$ cat config.mk
export PLATFORM = sky130hd
export DESIGN_NAME = button_conditioner
export DESIGN_NICKNAME = d
export VERILOG_FILES = /design/src/rtl/button_conditioner.sv
export SDC_FILE = /design/constraint.sdc
export NUM_CORES = 1
export LEC_CHECK = 0
export ABC_AREA = 1
export BUFFER_PORTS_ARGS = -buffer_cell sky130_fd_sc_hd__buf_2
export CAP_MARGIN = 20
export CORE_MARGIN = 5
export CORE_UTILIZATION = 25
export CTS_CLUSTER_DIAMETER = 50
export DETAILED_ROUTE_END_ITERATION = 7
export GPL_TIMING_DRIVEN = 0
export SYNTH_ARGS = -nofsm -noshare
export SYNTH_HDL_FRONTEND = slang
export SYNTH_SLANG_ARGS = --single-unit
$ cat constraint.sdc
create_clock -name clk -period 1.8 [get_ports clk]
set_clock_uncertainty 0.15 [all_clocks]
set_input_delay 0.09 -clock clk [delete_from_list [all_inputs] [get_ports clk]]
set_output_delay 0.09 -clock clk [all_outputs]
set_load 0.02 [all_outputs]
$ cat src/rtl/button_conditioner.sv
// Purpose: sync + debounce one active-low button; level, press/release/long strobes (BUTTON_CONDITIONER_AUTO_REPEAT_EN adds repeat presses).
// Latency: press/release strobes 2 + DEBOUNCE_COUNT+1 + 1 clk after the raw edge; long strobe LONG_COUNT clk after press.
// Backpressure: none; strobes are single-cycle and must be consumed when asserted.
module button_conditioner #(
    parameter int COUNT_WIDTH    = 24,
    parameter int DEBOUNCE_COUNT = 120000 - 1,
    parameter int LONG_COUNT     = 12000000 - 1,
    parameter int REPEAT_COUNT   = 2400000 - 1
) (
    input  logic clk,
    input  logic rst_btn,
    input  logic btn_n,
    output logic level,
    output logic press_pulse,
    output logic release_pulse,
    output logic long_pulse
);

    typedef enum logic [1:0] {
        RELEASED     = 2'd0,
        PRESS_WAIT   = 2'd1,
        PRESSED      = 2'd2,
        RELEASE_WAIT = 2'd3
    } state_t;

    localparam logic [COUNT_WIDTH-1:0] DEB_MAX  = COUNT_WIDTH'(DEBOUNCE_COUNT);
    localparam logic [COUNT_WIDTH-1:0] LONG_MAX = COUNT_WIDTH'(LONG_COUNT);
    localparam logic [COUNT_WIDTH-1:0] LONG_M1  = COUNT_WIDTH'(LONG_COUNT - 1);

    state_t                 state, state_nxt;
    logic                   sync1, sync2;
    logic                   s;
    logic [COUNT_WIDTH-1:0] cnt, cnt_nxt;
    logic [COUNT_WIDTH-1:0] hold, hold_nxt;
    logic                   level_nxt, press_nxt, release_nxt, long_nxt;

    // Sync flops reset to "released" so a button held through reset is debounced normally.
    always_ff @(posedge clk or negedge rst_btn) begin
        if (!rst_btn) begin
            sync1 <= 1'b1;
            sync2 <= 1'b1;
        end else begin
            sync1 <= btn_n;
            sync2 <= sync1;
        end
    end

    assign s = ~sync2;

`ifdef BUTTON_CONDITIONER_AUTO_REPEAT_EN
    localparam logic [COUNT_WIDTH-1:0] RPT_MAX = COUNT_WIDTH'(REPEAT_COUNT);
    logic [COUNT_WIDTH-1:0] rpt, rpt_nxt;

    always_ff @(posedge clk or negedge rst_btn) begin
        if (!rst_btn) rpt <= '0;
        else          rpt <= rpt_nxt;
    end
`endif

    always_ff @(posedge clk or negedge rst_btn) begin
        if (!rst_btn) begin
            state         <= RELEASED;
            cnt           <= '0;
            hold          <= '0;
            level         <= 1'b0;
            press_pulse   <= 1'b0;
            release_pulse <= 1'b0;
            long_pulse    <= 1'b0;
        end else begin
            state         <= state_nxt;
            cnt           <= cnt_nxt;
            hold          <= hold_nxt;
            level         <= level_nxt;
            press_pulse   <= press_nxt;
            release_pulse <= release_nxt;
            long_pulse    <= long_nxt;
        end
    end

    always_comb begin
        state_nxt   = state;
        cnt_nxt     = cnt;
        hold_nxt    = hold;
        level_nxt   = level;
        press_nxt   = 1'b0;
        release_nxt = 1'b0;
        long_nxt    = 1'b0;
`ifdef BUTTON_CONDITIONER_AUTO_REPEAT_EN
        rpt_nxt     = rpt;
`endif
        case (state)
            RELEASED: begin
`ifdef BUTTON_CONDITIONER_AUTO_REPEAT_EN
                rpt_nxt = '0;
`endif
                if (s) begin
                    state_nxt = PRESS_WAIT;
                    cnt_nxt   = '0;
                end
            end
            PRESS_WAIT: begin
`ifdef BUTTON_CONDITIONER_AUTO_REPEAT_EN
                rpt_nxt = '0;
`endif
                if (!s) begin
                    state_nxt = RELEASED;
                end else if (cnt == DEB_MAX) begin
                    state_nxt = PRESSED;
                    press_nxt = 1'b1;
                    level_nxt = 1'b1;
                    hold_nxt  = '0;
                end else begin
                    cnt_nxt = cnt + 1'b1;
                end
            end
            PRESSED: begin
                if (s) begin
                    // hold saturates at LONG_MAX, so the LONG_M1 match fires once per press
                    if (hold != LONG_MAX) hold_nxt = hold + 1'b1;
                    if (hold == LONG_M1)  long_nxt = 1'b1;
`ifdef BUTTON_CONDITIONER_AUTO_REPEAT_EN
                    if (hold == LONG_MAX) begin
                        if (rpt == RPT_MAX) begin
                            press_nxt = 1'b1;
                            rpt_nxt   = '0;
                        end else begin
                            rpt_nxt = rpt + 1'b1;
                        end
                    end
`endif
                end else begin
                    state_nxt = RELEASE_WAIT;
                    cnt_nxt   = '0;
                end
            end
            RELEASE_WAIT: begin
                if (s) begin
                    state_nxt = PRESSED;
                end else if (cnt == DEB_MAX) begin
                    state_nxt   = RELEASED;
                    release_nxt = 1'b1;
                    level_nxt   = 1'b0;
                end else begin
                    cnt_nxt = cnt + 1'b1;
                end
            end
            default: begin
                state_nxt = RELEASED;
                cnt_nxt   = '0;
                hold_nxt  = '0;
                level_nxt = 1'b0;
            end
        endcase
    end

endmodule

==> run metrics <==
status=finished clean; worst-path fanout max=10; largest net degree at the start of global routing=39; Synth Area in XOR/XNOR=0.0671; Root Driver=clkbuf_16; max_slew headroom=0.699; Least-Margin Pin Slew=~0.45 ns; site row count=43; total grt overflow=0; Longest Clk Path Bufs=2; final net count=550; fmax=563 MHz; commonest non-fill, non-tap cells in the layout=170 x nand2_1, 55 x nor2_1, 47 x inv_1; Antenna diodes=0; Post-Syn Area=3520 µm²; TritonCTS Buffers=5; Synth Area in Simple Gates=0.399; largest family of logic cells by synthesized area=simple AND/OR/NAND/NOR gates; share of cells above drive strength 1=0.229; DR pass1 iterations=4; area leader, netlist=dfrtp_1; Final Hold Fails=0; fillers=1465; Reg clk slew, reported paths=0.08 ns; # port buffers=6; DP HPWL=5.67 mm; TritonCTS Sinks=between 50 and 60; Area Overhead vs Synth=25.7%; Syn. warnings=0; Skew-Pair Late Insertion Delay=0.31 ns; Synth top area share=0.384; crit path kind=flop to flop; syn_area_per_cell=7.10 µm²; I/O pins=7; count of pins over their slew limit=0; compound-gate portion of the synthesized area=0.0487; CP Launch Type=flop; final setup margin=between 0.02 and 0.025 ns; crit path DAT=1.82 ns; commonest non-fill, non-tap cell in the layout=nand2_1; Die ar.=around 17000 µm²; final setup fails=0; Post-synth ARST share=1.00; Tot GR Track Use=0.103; Final period util=0.987; mux cell area share after synthesis=0; Routed wire per std cell=about 11 µm; Post-Synthesis Net Count=502; leak pwr=2.10 nW; Mapped Cells=between 400 and 500; Post-synth top flop=dfrtp_1; Pwr per Cell Area=563 nW/µm²; vias in the first global route=2882; GP Congestion=0.915; dpl ws=-0.253 ns; CTS HTree Levels=2; initial antenna violation count=0; TritonCTS clock tree=done; distinct cell type count after synthesis=32; Initial DRC Count=189; #FFs+latches synth=56; Post-synth EDFFs=0; Vias/cell=4.33; via count=about 3100; unrepaired setup endpoints after global routing=yes; global-route wire length before repair=13.9 mm; number of remaining DRC errors=0; final wirelength=a little over 8 mm; sequential fraction of the synthesis area=0.398; worst min-delay path class=input port to asynchronous set/reset pin; Critical Path RT=1.84 ns; overall power=between 0.002 and 0.0025 W; Critical Path End Type=flop; Die Width=roughly 130 µm; post-layout min period=1.78 ns; max cap viols=0; worst vdd ir=0.000325 V; die height=129 µm; synth top area cells=dfrtp_1 38%, nand2_1 19%, nor2_1 7.1%; Initial Util=0.255; adder-cell area share of the yosys netlist=0.0107; number of routed nets with antenna violations=0; r2r setup slk=0.02 ns; floorplan core area=13800 µm²
==> worst max-delay path: stages, from the launching register on <==
cell and delay, ns:
dfrtp_1 0.40, ha_4 0.17, nand3_4 0.11, nor2_4 0.13, nand3_4 0.13, a21oi_4 0.22
nand2_4 0.11, buf_8 0.15, nand2_1 0.05, nand2_1 0.05
==> synthesized netlist by cell type (2+ instances only) <==
library cell	n
nand2_1	178
nand3_1	31
buf_6	4
nand3_2	3
nor3_1	2
nand4_1	13
inv_1	49
buf_2	4
inv_2	5
xor2_1	21
o22ai_1	3
a21oi_1	2
dfstp_2	2
ha_1	3
nand2_4	4
nor2_2	5
nand2_2	5
xnor2_1	6
nor2_1	67
dfrtp_1	54
nand3b_1	4
o21ai_1	8
o21ai_0	14
==> stage by stage <==
step	setup TNS (ns)	utilization	cells	area (µm²)	hold WS, ns
after global routing	-1.67	0.320	725	4430	0.175
final	0	0.320	725	4430	0.112
after detailed placement	-7.36	0.275	683	3800	-0.0802
after global placement	-7.64	0.273	682	3780	0.0465
after CTS	0	0.300	707	4150	0.141
after floorplan	0	-	496	3520	-0.356
==> cell type report <==
| class | instances | area, µm² | area share |
|---|---|---|---|
| repair buffers | 41 | 314 | 0.0709 |
| multi-input cells | 378 | 2030 | 0.459 |
| plain buffers | 8 | 83.8 | 0.0189 |
| inverters | 54 | 203 | 0.0458 |
| flip-flops and latches | 56 | 1410 | 0.319 |
| well taps | 180 | 225 | 0.0508 |
| clock buffers | 8 | 156 | 0.0353 |
==> worst paths after layout <==
path,from,end,depth (start not counted)
setup / recovery,cnt[0],hold[9],9
min in group clk,sync1,sync2,0
max in group asynchronous,rst_btn,sync1,3
hold reg to reg,sync1,sync2,0
setup reg to reg,cnt[0],hold[9],9
hold / removal,rst_btn,hold[21],2
==> power breakdown <==
part           internal (W)  total, W  leakage [nW]  switching, W
clock network      0.000595   0.00106        0.0772      0.000467
logic             0.0000568  0.000146          1.26     0.0000895
registers           0.00127   0.00128         0.758     0.0000129
total               0.00192   0.00249          2.10      0.000570
==> cell families (layout without fill, tap and decap cells) <==
group,count (synthesis),count (layout)
compound gates,30,30
buf+inv,62,111
xor+xnor,27,27
flops,56,56
fa+ha+maj,3,3
simple gates,318,318
==> what timing repair did <==
item / CTS / global route
hold buffers: 2 / 0
pin swaps: 7 / 8
gates resized for setup: 18 / 47
endpoints found under the setup margin: 48 / 39
cloned: 1 / 0
buffers inserted: 13 / 18
endpoints found under the hold margin: 29 / 0
==> flip-flops by register name, summed over array words and instances, names as in the netlist, named ones only <==
name           cells
cnt               24
hold              24
level              1
long_pulse         1
press_pulse        1
release_pulse      1
state              1
sync1              1
sync2              1
==> routing by layer <==
| layer | vias up | wire length (µm) | part of all wire | track usage |
|---|---|---|---|---|
| met2 | 28 | 3900 | 0.47 | 0.166 |
| met3 | 9 | 211 | 0.026 | 0.0216 |
| met4 | 0 | 101 | 0.012 | 0.0278 |
| met1 | 1453 | 4010 | 0.49 | 0.140 |
| li1 | 1652 | - | - | - |
| met5 | - | 0 | 0 | 0 |
Power figures use the tool's default switching activity.
